`config.mk`:
```
export PLATFORM = sky130hd
export DESIGN_NAME = mips_run_monitor
export DESIGN_NICKNAME = d
export VERILOG_FILES = /design/src/rtl/mips_run_pkg.sv /design/src/rtl/mips_store_log.sv /design/src/rtl/mips_run_monitor.sv
export SDC_FILE = /design/constraint.sdc
export NUM_CORES = 1
export LEC_CHECK = 0
export CORE_ASPECT_RATIO = 1.5
export CORE_MARGIN = 3
export CORE_UTILIZATION = 45
export CTS_CLUSTER_SIZE = 40
export DETAILED_ROUTE_END_ITERATION = 7
export PLACE_DENSITY_LB_ADDON = 0.05
export SLEW_MARGIN = 10
export SYNTH_ARGS = -nofsm -noshare
export SYNTH_HDL_FRONTEND = slang
export SYNTH_HIERARCHICAL = 1
export SYNTH_SLANG_ARGS = --single-unit
export TNS_END_PERCENT = 20
```
`constraint.sdc`:
```
create_clock -name clk -period 8.3 [get_ports clk]
set_clock_uncertainty 0.15 [all_clocks]
set_input_delay 1.66 -clock clk [delete_from_list [all_inputs] [get_ports clk]]
set_output_delay 1.66 -clock clk [all_outputs]
set_load 0.02 [all_outputs]
```
`src/rtl/mips_run_pkg.sv`:
```
// Shared types and helpers for the MIPS run controller/monitor.
package mips_run_pkg;

  typedef enum logic [2:0] {
    ST_IDLE    = 3'd0,
    ST_RST     = 3'd1,
    ST_RUN     = 3'd2,
    ST_HALTED  = 3'd3,
    ST_TIMEOUT = 3'd4
  } run_state_e;

  localparam logic [31:0] DEFAULT_HALT_PC = 32'h88;

  function automatic int clog2(input int value);
    int r;
    r = 0;
    for (int v = value - 1; v > 0; v = v >> 1) r++;
    return r;
  endfunction

endpackage

```
`src/rtl/mips_store_log.sv`:
```
// Ring buffer of the most recent counted data-memory stores; index 0 reads the newest entry.
module mips_store_log #(
  parameter int DEPTH = 8,
  parameter int IDX_W = 3
) (
  input  logic             clk,
  input  logic             rst,
  input  logic             clr,
  input  logic             we,
  input  logic [31:0]      wr_addr,
  input  logic [31:0]      wr_data,
  input  logic [IDX_W-1:0] rd_idx,
  output logic [31:0]      rd_addr,
  output logic [31:0]      rd_data
);

  localparam logic [IDX_W-1:0] IDX_ONE = 1;

  if ((1 << IDX_W) != DEPTH) begin : g_bad_depth
    $error("mips_store_log: DEPTH must be a power of two");
  end

  logic [31:0]      addr_q [DEPTH];
  logic [31:0]      addr_d [DEPTH];
  logic [31:0]      data_q [DEPTH];
  logic [31:0]      data_d [DEPTH];
  logic [IDX_W-1:0] wptr_q, wptr_d;
  logic [IDX_W-1:0] rd_ptr;

  always_comb begin
    addr_d = addr_q;
    data_d = data_q;
    wptr_d = wptr_q;
    if (clr) begin
      for (int i = 0; i < DEPTH; i++) begin
        addr_d[i] = '0;
        data_d[i] = '0;
      end
      wptr_d = '0;
    end else if (we) begin
      addr_d[wptr_q] = wr_addr;
      data_d[wptr_q] = wr_data;
      wptr_d = wptr_q + IDX_ONE;
    end
  end

  always_ff @(posedge clk) begin
    if (rst) begin
      for (int i = 0; i < DEPTH; i++) begin
        addr_q[i] <= '0;
        data_q[i] <= '0;
      end
      wptr_q <= '0;
    end else begin
      addr_q <= addr_d;
      data_q <= data_d;
      wptr_q <= wptr_d;
    end
  end

  // Newest entry sits just behind the write pointer; wrap is free at power-of-two depth.
  assign rd_ptr  = wptr_q - IDX_ONE - rd_idx;
  assign rd_addr = addr_q[rd_ptr];
  assign rd_data = data_q[rd_ptr];

endmodule

```
`src/rtl/mips_run_monitor.sv`:
```
// Run controller/monitor beside mips_top: owns cpu_rst, counts cycles/stores, reports halt/timeout/pass.
// Optional store log built when STORE_LOG_EN is defined.
module mips_run_monitor
  import mips_run_pkg::*;
#(
  parameter logic [31:0] HALT_PC      = DEFAULT_HALT_PC,
  parameter int          RST_CYCLES   = 1,
  parameter int          MAX_CYCLES   = 1024,
  parameter int          CNT_W        = 32,
  parameter logic [31:0] CHECK_ADDR   = 32'h0,
  parameter logic [31:0] CHECK_DATA   = 32'h0,
  parameter int          CHECK_ENABLE = 1,
  parameter int          LOG_DEPTH    = 8,
  localparam int         LOG_IDX_W    = (clog2(LOG_DEPTH) > 0) ? clog2(LOG_DEPTH) : 1
) (
  input  logic                 clk,
  input  logic                 rst,
  input  logic                 start,
  input  logic [31:0]          pc_current,
  input  logic                 we_dm,
  input  logic [31:0]          alu_out,
  input  logic [31:0]          wd_dm,
  output logic                 cpu_rst,
  output logic                 done,
  output logic                 halted,
  output logic                 timeout,
  output logic                 pass,
  output logic [CNT_W-1:0]     cycle_count,
  output logic [CNT_W-1:0]     store_count,
  output logic [31:0]          last_st_addr,
  output logic [31:0]          last_st_data,
  input  logic [LOG_IDX_W-1:0] log_idx,
  output logic [31:0]          log_addr,
  output logic [31:0]          log_data
);

  localparam logic [CNT_W-1:0] CNT_ONE  = 1;
  localparam logic [CNT_W-1:0] MAX_LAST = CNT_W'(MAX_CYCLES - 1);
  localparam logic [31:0]      RST_LOAD = 32'(RST_CYCLES - 1);

  if (MAX_CYCLES < 1) begin : g_bad_max
    $error("mips_run_monitor: MAX_CYCLES must be at least 1");
  end
  if (RST_CYCLES < 1) begin : g_bad_rst
    $error("mips_run_monitor: RST_CYCLES must be at least 1");
  end

  run_state_e       state_q, state_d;
  logic [31:0]      rst_cnt_q, rst_cnt_d;
  logic             cpu_rst_q, cpu_rst_d;
  logic             done_q, done_d;
  logic             halted_q, halted_d;
  logic             timeout_q, timeout_d;
  logic             pass_q, pass_d;
  logic [CNT_W-1:0] cycle_count_q, cycle_count_d;
  logic [CNT_W-1:0] store_count_q, store_count_d;
  logic [31:0]      last_st_addr_q, last_st_addr_d;
  logic [31:0]      last_st_data_q, last_st_data_d;
  logic             chk_seen_q, chk_seen_d;
  logic [31:0]      chk_data_q, chk_data_d;
  logic             log_we, log_clr;

  always_comb begin
    state_d        = state_q;
    rst_cnt_d      = rst_cnt_q;
    done_d         = done_q;
    halted_d       = halted_q;
    timeout_d      = timeout_q;
    pass_d         = pass_q;
    cycle_count_d  = cycle_count_q;
    store_count_d  = store_count_q;
    last_st_addr_d = last_st_addr_q;
    last_st_data_d = last_st_data_q;
    chk_seen_d     = chk_seen_q;
    chk_data_d     = chk_data_q;
    log_we         = 1'b0;
    log_clr        = 1'b0;

    case (state_q)
      ST_IDLE, ST_HALTED, ST_TIMEOUT: begin
        if (start) begin
          state_d        = ST_RST;
          rst_cnt_d      = RST_LOAD;
          done_d         = 1'b0;
          halted_d       = 1'b0;
          timeout_d      = 1'b0;
          pass_d         = 1'b0;
          cycle_count_d  = '0;
          store_count_d  = '0;
          last_st_addr_d = '0;
          last_st_data_d = '0;
          chk_seen_d     = 1'b0;
          chk_data_d     = '0;
          log_clr        = 1'b1;
        end
      end
      ST_RST: begin
        if (rst_cnt_q == '0) state_d = ST_RUN;
        else                 rst_cnt_d = rst_cnt_q - 32'd1;
      end
      ST_RUN: begin
        // The halt-PC instruction never executes, so its cycle and any store are dropped.
        if (pc_current == HALT_PC) begin
          state_d  = ST_HALTED;
          done_d   = 1'b1;
          halted_d = 1'b1;
          pass_d   = (CHECK_ENABLE == 0) || (chk_seen_q && (chk_data_q == CHECK_DATA));
        end else begin
          if (cycle_count_q != '1) cycle_count_d = cycle_count_q + CNT_ONE;
          if (cycle_count_q == MAX_LAST) begin
            state_d   = ST_TIMEOUT;
            done_d    = 1'b1;
            timeout_d = 1'b1;
          end
          if (we_dm) begin
            if (store_count_q != '1) store_count_d = store_count_q + CNT_ONE;
            last_st_addr_d = alu_out;
            last_st_data_d = wd_dm;
            log_we         = 1'b1;
            if (alu_out == CHECK_ADDR) begin
              chk_seen_d = 1'b1;
              chk_data_d = wd_dm;
            end
          end
        end
      end
      default: state_d = ST_IDLE;
    endcase

    cpu_rst_d = (state_d != ST_RUN);
  end

  always_ff @(posedge clk) begin
    if (rst) begin
      state_q        <= ST_IDLE;
      rst_cnt_q      <= '0;
      cpu_rst_q      <= 1'b1;
      done_q         <= 1'b0;
      halted_q       <= 1'b0;
      timeout_q      <= 1'b0;
      pass_q         <= 1'b0;
      cycle_count_q  <= '0;
      store_count_q  <= '0;
      last_st_addr_q <= '0;
      last_st_data_q <= '0;
      chk_seen_q     <= 1'b0;
      chk_data_q     <= '0;
    end else begin
      state_q        <= state_d;
      rst_cnt_q      <= rst_cnt_d;
      cpu_rst_q      <= cpu_rst_d;
      done_q         <= done_d;
      halted_q       <= halted_d;
      timeout_q      <= timeout_d;
      pass_q         <= pass_d;
      cycle_count_q  <= cycle_count_d;
      store_count_q  <= store_count_d;
      last_st_addr_q <= last_st_addr_d;
      last_st_data_q <= last_st_data_d;
      chk_seen_q     <= chk_seen_d;
      chk_data_q     <= chk_data_d;
    end
  end

  assign cpu_rst      = cpu_rst_q;
  assign done         = done_q;
  assign halted       = halted_q;
  assign timeout      = timeout_q;
  assign pass         = pass_q;
  assign cycle_count  = cycle_count_q;
  assign store_count  = store_count_q;
  assign last_st_addr = last_st_addr_q;
  assign last_st_data = last_st_data_q;

`ifdef STORE_LOG_EN
  mips_store_log #(
    .DEPTH (LOG_DEPTH),
    .IDX_W (LOG_IDX_W)
  ) u_store_log (
    .clk     (clk),
    .rst     (rst),
    .clr     (log_clr),
    .we      (log_we),
    .wr_addr (alu_out),
    .wr_data (wd_dm),
    .rd_idx  (log_idx),
    .rd_addr (log_addr),
    .rd_data (log_data)
  );
`else
  logic log_unused;
  assign log_unused = ^{log_idx, log_we, log_clr};
  assign log_addr   = '0;
  assign log_data   = '0;
`endif

endmodule
```
==> flow_metrics.env <==
export IMPL_run_status="finished clean"
export IMPL_cts_tree="built"
export IMPL_place_area_um2=11600
export IMPL_slew_headroom=0.234
export IMPL_worst_pin_slew_ps=1140
export IMPL_final_cells=1502
export IMPL_finalSetupViolations=0
export IMPL_power_density_nw_per_um2=269
export IMPL_grt_pass1_wl_mm=40.7
export IMPL_synth_common_cells="dfxtp_1 (201), nor2_1 (94), a22o_1 (64), buf_4 (64)"
export IMPL_drc_errors=0
export IMPL_netlist_area_um2=9270
export IMPL_utilization=0.612
export IMPL_ys_flop_type="dfxtp_1"
export IMPL_synth_top_cell_by_area="dfxtp_1"
export IMPL_reg2reg_depth=7
export IMPL_syn_to_final_growth_pct=32.2
export IMPL_die_y_um=182
export IMPL_gp_congestion=0.855
export IMPL_multi_input_area_um2=4740
export IMPL_core_area_um2=20000
export IMPL_drive_gt1_frac=0.0548
export IMPL_gr_usage_all_layers=0.221
export IMPL_hold_path_cell_count=2
export IMPL_layout_setup_ws_ps=3530
export IMPL_peakVddDrop_uv=137
export IMPL_period_share=0.575
export IMPL_overflow=0
export IMPL_min_path_type="reg -> reg"
export IMPL_maxCapViolations=0
export IMPL_ios=300
export IMPL_portBuffers=232
export IMPL_dp_slack_ps=3020
export IMPL_postCtsSetupRepairBufs=0
export IMPL_cts_htree_levels=1
export IMPL_insertion_delay_ps=490
export IMPL_yosysUniqueCellTypes=61
export IMPL_required_ps=8580
export IMPL_layout_nets=1335
export IMPL_yosysWarnings=6
export IMPL_place_hpwl_mm=18.3
export IMPL_cp_start_kind="input pin"
export IMPL_worstPathArrival_ps=5050
export IMPL_fin_crit_ps=4770
export IMPL_final_setup_tns_ps=0
export IMPL_rows=63
export IMPL_yosysMostFrequentCell="dfxtp_1"
export IMPL_async_reset_ff_frac=0
export IMPL_dieArea_um2=22400
export IMPL_max_clock_path_buffers=3
export IMPL_fillCellCount=1816
export IMPL_vias=8130
export IMPL_drt_wirelength_per_cell_um=17.1
export IMPL_root_buffer="clkbuf_16"
export IMPL_via_per_inst=5.41
export IMPL_leakage_nw=4.48
export IMPL_drv_slew=0
export IMPL_power_mw=3.30
export IMPL_wirelength_mm=25.7
export IMPL_seq_area_um2=4020
export IMPL_grt_pass1_vias=7857
export IMPL_start_util=0.463
export IMPL_synth_top_area_frac=0.434
export IMPL_cp_end_kind="flip-flop"
export IMPL_synth_edf_count=0
export IMPL_timing_fmax_mhz=210
export IMPL_first_pass_iters=5
export IMPL_synth_seq_area_share=0.434
export IMPL_final_antenna_net_count=0
export IMPL_grt_max_degree=75
export IMPL_die_w_um=123
export IMPL_avgSynthCellArea_um2=9.09
export IMPL_hold_viol_final=0
export IMPL_drtIter0Drc=394
export IMPL_syn_inst=1020
export IMPL_diodes=0
export IMPL_crit_type="in -> reg"
export IMPL_synth_seq_cells=201
export IMPL_path_max_fanout=42
export IMPL_final_cell_area_um2=12200
export IMPL_clk_pin_slew_ps=60
export IMPL_fin_hold_ws_ps=308
export IMPL_synth_area_leaders="dfxtp_1 (43%), a22o_1 (6.0%), mux2i_1 (5.2%), buf_4 (5.2%), nor2_1 (3.8%)"
export IMPL_antenna_found_initial=1
export IMPL_hold_buffers=0
export IMPL_rsz0062_at_grt="no"
export IMPL_cts_sinks=201
export IMPL_cts_resized=0
export IMPL_cts_buffers=20
export IMPL_dp_cells=1467
## worst max-delay path, stage by stage
cell and delay, ps:
clkdlybuf4s50_1 410, nor4b_1 560, nand4_1 370, nor2_1 520
nor2_1 170, a21oi_4 580, buf_4 540, a22o_1 220
## registers in the layout (all words and copies together) (netlist names)
register / cells
chk_data_q: 32
cycle_count: 32
last_st_addr: 32
last_st_data: 32
rst_cnt_q: 32
store_count: 32
state_q: 3
chk_seen_q: 1
cpu_rst: 1
done: 1
halted: 1
pass: 1
timeout: 1
## cell usage in the layout, fill, tap and decap left out, drive strengths merged, types with 17 or more instances in the layout
master	n
inv	18
dfxtp	201
conb	64
clkdlybuf4s50	231
xnor2	38
a22o	64
o21ai	17
or3	35
clkbuf	29
a21oi	38
nand3	36
and2	34
mux2i	48
nor3	22
nor2	94
nand2	48
nor4	44
nand4	34
## cell families (layout without fill, tap and decap cells)
kind of cell | Yosys count | count (layout) | share of synthesized area
compound gates | 177 | 177 | 0.145
xor+xnor | 44 | 44 | 0.0416
fa+ha+maj | 3 | 3 | 0.00405
buf+inv | 137 | 296 | 0.0840
flops | 201 | 201 | 0.434
mux | 48 | 48 | 0.0518
other cells | 1 | 64 | 0.000405
simple gates | 409 | 409 | 0.239
## per-layer routing
| layer | global-route usage | part of all wire |
|---|---|---|
| met3 | 0.0539 | 0.071 |
| met4 | 0.0616 | 0.022 |
| met1 | 0.265 | 0.40 |
| met2 | 0.388 | 0.50 |
| met5 | 0 | 0.00054 |
## path summary, 6_finish.rpt
check / slack [ps] / to / start
worst max-delay path: 3530 / last_st_addr[15] / pc_current[2]
worst min-delay path: 310 / chk_seen_q / chk_seen_q
worst max register to register: 5020 / cycle_count[9] / cycle_count[0]
worst min register to register: 310 / chk_seen_q / chk_seen_q
## report_power, final
group	switching [mW]	internal [mW]	leakage, nW
logic	0.763	0.471	2.52
clock network	0.376	0.569	0.335
registers	0.0664	1.05	1.62
total	1.21	2.09	4.48
## final cells by class
cell class	count	area share
clock inverters	6	0.00695
repair buffers	243	0.196
well taps	260	0.0266
multi-input cells	745	0.387
inverters	18	0.00552
flip-flops and latches	201	0.329
clock buffers	29	0.0494
(Power assumes the default switching activity.)
